`src/rtl/array_mult_8bit_pkg.sv`:
```
// Shared width constants for the 8x8 array multiplier.
// Latency: n/a (constants only).
// Backpressure: n/a.
package array_mult_8bit_pkg;
   localparam int OPW   = 8;   // operand width
   localparam int PRODW = 16;  // product width
endpackage

```
`src/rtl/array_mult_8bit_if.sv`:
```
// Operand/product bundle for array_mult_8bit.
// Ports: A, B (8-bit unsigned operands), Z (16-bit registered product).
// Backpressure: none, a new operand pair is accepted every clock.
interface array_mult_8bit_if
   import array_mult_8bit_pkg::*;
   ();
   logic [OPW-1:0]   A;
   logic [OPW-1:0]   B;
   logic [PRODW-1:0] Z;

   modport master (output A, output B, input Z);
   modport slave  (input A, input B, output Z);
endinterface

```
`src/rtl/array_mult_8bit_full_adder.sv`:
```
// One-bit full adder cell of the multiplier array (half adder when cin=0).
// Ports: a, b, cin -> sum, cout. Purely combinational, zero latency.
// Backpressure: none.
module full_adder (
   input  logic a,
   input  logic b,
   input  logic cin,
   output logic sum,
   output logic cout
);
   assign sum  = a ^ b ^ cin;
   assign cout = (a & b) | (cin & (a ^ b));
endmodule

```
`src/rtl/array_mult_8bit.sv`:
```
// Unsigned 8x8 -> 16 array multiplier: AND partial products, ripple adder grid, output register.
// Ports: clk, rst (sync, active-high), bus.A/bus.B operands, bus.Z product. Latency 1 cycle.
// Backpressure: none, one product per clock, no handshake.
module array_mult_8bit
   import array_mult_8bit_pkg::*;
(
   input  logic              clk,
   input  logic              rst,
   array_mult_8bit_if.slave  bus
);
   logic [OPW-1:0]   pp [0:OPW-1];  // pp[i][j] = A[j] & B[i]
   logic [PRODW-1:0] prod_c;        // combinational product

   genvar i, j, k;

   generate
      for (i = 0; i < OPW; i++) begin : g_pp
         assign pp[i] = bus.A & {OPW{bus.B[i]}};
      end

      // Row i adds partial-product row i to the previous row's running sum
      // shifted down one bit; the bit dropped off the bottom is Z[i].
      // Row 0 has nothing above it, so its cells just pass pp[0] through.
      // Each cell is a scalar net so the carry ripple is bit-level, not a
      // self-referencing vector.
      for (i = 0; i < OPW; i++) begin : g_row
         for (j = 0; j < OPW; j++) begin : g_col
            logic x, y, cin, s, cout;

            assign x = pp[i][j];

            if (i == 0) begin : g_y_top
               assign y = 1'b0;
            end else if (j == OPW-1) begin : g_y_carry
               // MSB of the previous row's sum is its final carry-out
               assign y = g_row[i-1].g_col[OPW-1].cout;
            end else begin : g_y_sum
               assign y = g_row[i-1].g_col[j+1].s;
            end

            if (j == 0) begin : g_cin_zero
               assign cin = 1'b0;
            end else begin : g_cin_ripple
               assign cin = g_row[i].g_col[j-1].cout;
            end

            full_adder u_fa (
               .a    (x),
               .b    (y),
               .cin  (cin),
               .sum  (s),
               .cout (cout)
            );
         end

         // Low product bits come from the LSB of each row
         assign prod_c[i] = g_col[0].s;
      end

      // High product bits are the last row's sum above its LSB plus its carry-out
      for (k = 0; k < OPW; k++) begin : g_hi
         if (k == OPW-1) begin : g_hi_carry
            assign prod_c[OPW+k] = g_row[OPW-1].g_col[OPW-1].cout;
         end else begin : g_hi_sum
            assign prod_c[OPW+k] = g_row[OPW-1].g_col[k+1].s;
         end
      end
   endgenerate

   always_ff @(posedge clk) begin
      if (rst) begin
         bus.Z <= '0;
      end else begin
         bus.Z <= prod_c;
      end
   end
endmodule

```
`src/flat_wrapper.sv`:
```
// flat-port wrapper written by rule: the top's interface ports become plain ports
module array_mult_8bit_flat import array_mult_8bit_pkg::*;
  (clk, rst, bus_A, bus_B, bus_Z);
  array_mult_8bit_if bus_i ();
  input  logic clk;
  input  logic rst;
  input wire logic [$bits(bus_i.A)-1:0] bus_A;
  input wire logic [$bits(bus_i.B)-1:0] bus_B;
  output wire logic [$bits(bus_i.Z)-1:0] bus_Z;
  assign bus_i.A = bus_A;
  assign bus_i.B = bus_B;
  assign bus_Z = bus_i.Z;
  array_mult_8bit u_core (.clk(clk), .rst(rst), .bus(bus_i));
endmodule
```
`config.mk`:
```
export PLATFORM = sky130hd
export DESIGN_NAME = array_mult_8bit_flat
export DESIGN_NICKNAME = d
export VERILOG_FILES = /design/src/rtl/array_mult_8bit_pkg.sv /design/src/rtl/array_mult_8bit_if.sv /design/src/rtl/array_mult_8bit_full_adder.sv /design/src/rtl/array_mult_8bit.sv /design/src/flat_wrapper.sv
export SDC_FILE = /design/constraint.sdc
export NUM_CORES = 1
export LEC_CHECK = 0
export CORE_ASPECT_RATIO = 1.2
export CORE_UTILIZATION = 48
export DETAILED_ROUTE_END_ITERATION = 12
export PLACE_DENSITY = 0.83
export SYNTH_ARGS = -nofsm -noshare
export SYNTH_HDL_FRONTEND = slang
export SYNTH_SLANG_ARGS = --single-unit
```
`constraint.sdc`:
```
create_clock -name clk -period 10.3 [get_ports clk]
set_clock_uncertainty 0.15 [all_clocks]
set_input_delay 2.06 -clock clk [delete_from_list [all_inputs] [get_ports clk]]
set_output_delay 2.06 -clock clk [all_outputs]
set_load 0.1 [all_outputs]
```
### Word-level counts from Yosys, hierarchy flattened

Cells that the tools add are included.
Widths: inputs -> output; s select.

* register bits: 16
* bits of input ports: 18
* output and inout port bits: 16
* logic and storage cells: 265

* bitwise operators: 264

Operators with widths (number)
* $and 1x1->1: 104
* $xor 1x1->1: 104
* $and 8x8->8: 8
* $or 1x1->1: 48

### Longest topological paths before layout

* depth in word-level cells: 40
* depth in mapped cells: 36
* depth with buffers taken out: 36

### Modules after synthesis

Synthesis repeated with hierarchy kept, for this count alone.

* cell total of the unflattened synthesis: 162
* area total of the unflattened synthesis: 2149.6 sq um

By module, submodules not included
* full_adder: times used 64, cells an instance 1, area each 20.0 sq um, seq. area each 0.0 sq um
* array_mult_8bit: times used 1, cells an instance 98, area each 868.3 sq um, seq. area each 320.3 sq um

### Worst setup path before layout

Ideal clock, no wire load.

* path type: input-to-reg
* start: input port bus_B[1]
* end: register u_core.bus.Z[14]
* setup time: 0.116 ns
* data arrival time: 10.572 ns
* required time: 10.034 ns
* slack: -0.538 ns
* stages on the path: 24
* buffers on the path: 0
* cells stage by stage: and2_1 ha_1 inv_1 fa_1 fa_1 fa_1 fa_1 fa_1 fa_1 fa_1 fa_1 fa_1 fa_1 fa_1 fa_1 fa_1 fa_1 fa_1 fa_1 fa_1 fa_1 inv_1 fa_1 and2b_2

* longest elaborated chain between the ends: 39
* elaborated cells between the ends (all ways): 241
* classes of those cells: 241 x bitwise

RTL lines
* start, declared: RTL line flat_wrapper.sv:8 `input wire logic [$bits(bus_i.B)-1:0] bus_B;`
* $and 8x8->8 *: RTL line array_mult_8bit.sv:18 `assign pp[i] = bus.A & {OPW{bus.B[i]}};`
* $and 1x1->1 / $xor 1x1->1 (equally long branches): RTL line array_mult_8bit_full_adder.sv:12, array_mult_8bit_full_adder.sv:11
* $and 1x1->1: RTL line array_mult_8bit_full_adder.sv:12 `assign cout = (a & b) | (cin & (a ^ b));`
* $or 1x1->1: RTL line array_mult_8bit_full_adder.sv:12
* $and 1x1->1 / $xor 1x1->1 (equally long branches): RTL line array_mult_8bit_full_adder.sv:12, array_mult_8bit_full_adder.sv:11
* $or 1x1->1 / $xor 1x1->1 (equally long branches): RTL line array_mult_8bit_full_adder.sv:12, array_mult_8bit_full_adder.sv:11
* $and 1x1->1 / $xor 1x1->1 (equally long branches): RTL line array_mult_8bit_full_adder.sv:12, array_mult_8bit_full_adder.sv:11
* $or 1x1->1 / $xor 1x1->1 (equally long branches): RTL line array_mult_8bit_full_adder.sv:12, array_mult_8bit_full_adder.sv:11
* [... 24 more ...]
* $and 1x1->1 / $xor 1x1->1 (equally long branches): RTL line array_mult_8bit_full_adder.sv:12, array_mult_8bit_full_adder.sv:11
* $or 1x1->1 / $xor 1x1->1 (equally long branches): RTL line array_mult_8bit_full_adder.sv:12
* $and 1x1->1 / $xor 1x1->1 (equally long branches): RTL line array_mult_8bit_full_adder.sv:12, array_mult_8bit_full_adder.sv:11
* $or 1x1->1 / $xor 1x1->1 (equally long branches): RTL line array_mult_8bit_full_adder.sv:12
* $and 1x1->1: RTL line array_mult_8bit_full_adder.sv:12
* $or 1x1->1: RTL line array_mult_8bit_full_adder.sv:12
* $xor 1x1->1 *: RTL line array_mult_8bit_full_adder.sv:11 `assign sum = a ^ b ^ cin;`
* net u_core.g_row[7].g_col[7].s: RTL line array_mult_8bit.sv:28 `logic x, y, cin, s, cout;`
* end signal, assigned: RTL line array_mult_8bit.sv:74 `bus.Z <= prod_c;`
* end, declared: RTL line array_mult_8bit_if.sv:12 `modport slave (input A, input B, output Z);`

Mark *: on every way through the listed nets, which the timed path passes. The rest lies on a longest branch.
A chain may end at the register's enable or synchronous reset.

### Final worst setup path

* start: input port bus_A[1]
* end: register u_core.bus.Z[14]

* longest elaborated chain between the ends: 39
* elaborated cells between the ends (all ways): 238
* classes of those cells: 238 x bitwise

RTL lines
* start, declared: RTL line flat_wrapper.sv:7 `input wire logic [$bits(bus_i.A)-1:0] bus_A;`
* $and 8x8->8: RTL line array_mult_8bit.sv:18
* $and 1x1->1 / $xor 1x1->1 (equally long branches): RTL line array_mult_8bit_full_adder.sv:12, array_mult_8bit_full_adder.sv:11
* $and 1x1->1: RTL line array_mult_8bit_full_adder.sv:12
* $or 1x1->1: RTL line array_mult_8bit_full_adder.sv:12
* $and 1x1->1 / $xor 1x1->1 (equally long branches): RTL line array_mult_8bit_full_adder.sv:12, array_mult_8bit_full_adder.sv:11
* $or 1x1->1 / $xor 1x1->1 (equally long branches): RTL line array_mult_8bit_full_adder.sv:12, array_mult_8bit_full_adder.sv:11
* $and 1x1->1 / $xor 1x1->1 (equally long branches): RTL line array_mult_8bit_full_adder.sv:12, array_mult_8bit_full_adder.sv:11
* $or 1x1->1 / $xor 1x1->1 (equally long branches): RTL line array_mult_8bit_full_adder.sv:12, array_mult_8bit_full_adder.sv:11
* [... 24 more ...]
* $and 1x1->1 / $xor 1x1->1 (equally long branches): RTL line array_mult_8bit_full_adder.sv:12, array_mult_8bit_full_adder.sv:11
* $or 1x1->1 / $xor 1x1->1 (equally long branches): RTL line array_mult_8bit_full_adder.sv:12
* $and 1x1->1 / $xor 1x1->1 (equally long branches): RTL line array_mult_8bit_full_adder.sv:12, array_mult_8bit_full_adder.sv:11
* $or 1x1->1 / $xor 1x1->1 (equally long branches): RTL line array_mult_8bit_full_adder.sv:12
* $and 1x1->1: RTL line array_mult_8bit_full_adder.sv:12
* $or 1x1->1: RTL line array_mult_8bit_full_adder.sv:12
* $xor 1x1->1 *: RTL line array_mult_8bit_full_adder.sv:11
* net u_core.g_row[7].g_col[7].s: RTL line array_mult_8bit.sv:28

Marks and branches as above.

==> run metrics <==
DP Area=2390 µm²; Worst setup SP type=primary input; Fin Hold WS=2.04 ns; clock transition at the registers of the reported paths=0.07 ns; commonest non-fill, non-tap cells in the layout=nand2_1 (46), fa_2 (39), clkdlybuf4s50_1 (28); Critical Path Most Common Cell=fa_2; Hold Path Depth=3; Area Growth Syn to Fin=32.7%; DR vias=1298; placed cells=265; relative slew slack=35.3%; Total GRT Usage=19.8%; Final Max Slew Viols=0; MaxCap Viol Count=0; overall power=0.724 mW; clk root buf=clkbuf_8; syn nets=252; M1 WL=1.17 mm; Stages on worst setup path=25; Crit. End Element=flip-flop; FP Rows=24; Placeable Area=3690 µm²; DR pass1 iterations=4; setup_tns=-0.155 ns; internal power=0.359 mW; Synth cell types=12; final hold violation count=0; slowest stage cell, crit path=fa_2; Fmax=95.7 MHz; filler instances=286; total die area=4190 µm²; unrepaired setup endpoints after global routing=yes; crit path DAT=10.46 ns; Synth area leader=fa_1; Buf+Inv Stages, Crit Path=3; GR Overflow Total=0; Max IR drop VDD=0.194 mV; total CTS buffers=3; slack of the critical path=-0.155 ns; part of the power in registers=12.3%; n_diodes=0; final wirelength=3.35 mm; largest register by flop count=u_core.bus.Z; Setup Viol. Count Final=1; worst slack, placed=-1.09 ns; syn avg cell area=10.6 µm²; Top Registers=u_core.bus.Z x16; FF/Latch Area=320 µm²; leakage power=0.982 nW; Logic pwr share=80.0%; num ports=34; met3 wire length=79 µm; routed wl met2=1.99 mm; RD Place Congestion=0.730; Gate Count Post-Synth=178; Critical Path RT=10.30 ns; Vias/cell=4.79; mapped cell area=1890 µm²; delay-heaviest family, CP=adder cells; Crit Path Category=primary input to flip-flop; average wire per standard cell=12.4 µm; Period minus WS final=10.45 ns; maximum fanout along the worst path=2; largest net degree at the start of global routing=17; DRC Markers=0; share of cells above drive strength 1=37.0%; max reg flops=16; first-pass GRT wire length=6.11 mm; Die Y=70.7 µm; Initial Util=51.1%; Seq/Total Area, Yosys=17.0%; top cells by area, synth=fa_1 (51%), dfxtp_1 (17%), nand2_1 (9.3%); Worst Tran Pin Value=0.967 ns; sw frac=50.4%; ANT nets after route=0; Hold Buf Count CTS=0; clock buffer depth=2; most common cell after layout, fill and taps aside=nand2_1; vias in the first global route=1453; Initial DRC Count=14; status=finished with violations; fin crit share=102%; fin util=67.9%; top cell type's share of synthesized area=50.9%; HP Class=primary input to flip-flop; layout net count=294; TritonCTS clock tree=yes; failing checks=negative setup slack; antenna violations before repair=0; HPWL Detailed=2.74 mm; area taken by multi-input logic gates=1570 µm²; DR top layer=met4; Final Instance Count excl. Fillers=271; pwr/cell area=289 nW/µm²; Worst path max stage delay=0.59 ns; # port buffers=33; sw power=0.364 mW; YS warnings=0; CTS H-Tree Depth=1; Clock power frac=7.8%; fin area=2510 µm²; Clock Sinks=16; Die W=59.3 µm; synthesis-stage register bit count=16
==> cell families (layout without fill, tap and decap cells) <==
| family | Yosys count | after routing | share of synthesized area (%) |
|---|---|---|---|
| fa+ha+maj | 56 | 56 | 56.2 |
| buf+inv | 27 | 68 | 6.10 |
| flops | 16 | 16 | 17.0 |
| simple gates | 79 | 79 | 20.7 |
==> power groups by stage <==
stage | registers [mW] | clock network [mW] | logic, mW
3_3_place_gp | 0.0900 | 0 | 0.547
5_1_grt | 0.0904 | 0.0613 | 0.651
2_1_floorplan | 0.228 | 0 | 0.318
3_5_place_dp | 0.0904 | 0 | 0.574
4_1_cts | 0.0890 | 0.0572 | 0.599
6_report | 0.0888 | 0.0562 | 0.579
==> worst paths after layout <==
check | start | endpoint
setup / recovery | bus_A[1] | u_core.bus.Z[14]$_SDFF_PP0_
hold / removal | bus_B[0] | u_core.bus.Z[0]$_SDFF_PP0_
==> repair_timing <==
item	in CTS	in global routing
buffers inserted	2	0
gates resized for setup	39	4
endpoints found under the setup margin	4	2
pin swaps	41	31
==> cell usage after synthesis <==
| cell type | instances |
|---|---|
| dfxtp_1 | 16 |
| and2_1 | 16 |
| buf_6 | 1 |
| nor2b_2 | 5 |
| and3b_1 | 1 |
| fa_1 | 48 |
| nand2_1 | 47 |
| inv_1 | 21 |
| buf_2 | 5 |
| ha_1 | 8 |
| nor2_1 | 5 |
| and2b_2 | 5 |
==> per-layer routing <==
| layer | GRT usage [%] | vias to the layer above |
|---|---|---|
| li1 | - | 601 |
| met1 | 20.4 | 659 |
| met2 | 38.1 | 29 |
| met3 | 3.11 | 9 |
| met4 | 7.94 | 0 |
| met5 | 0 | - |
==> cell type report <==
| type | count | area share (%) |
|---|---|---|
| Timing Repair Buffer | 43 | 16.6 |
| Inverter | 21 | 3.15 |
| Multi-Input combinational cell | 135 | 62.7 |
| Tap cell | 52 | 2.60 |
| Sequential cell | 16 | 12.8 |
| Clock buffer | 4 | 2.20 |
Power figures use the tool's default switching activity.
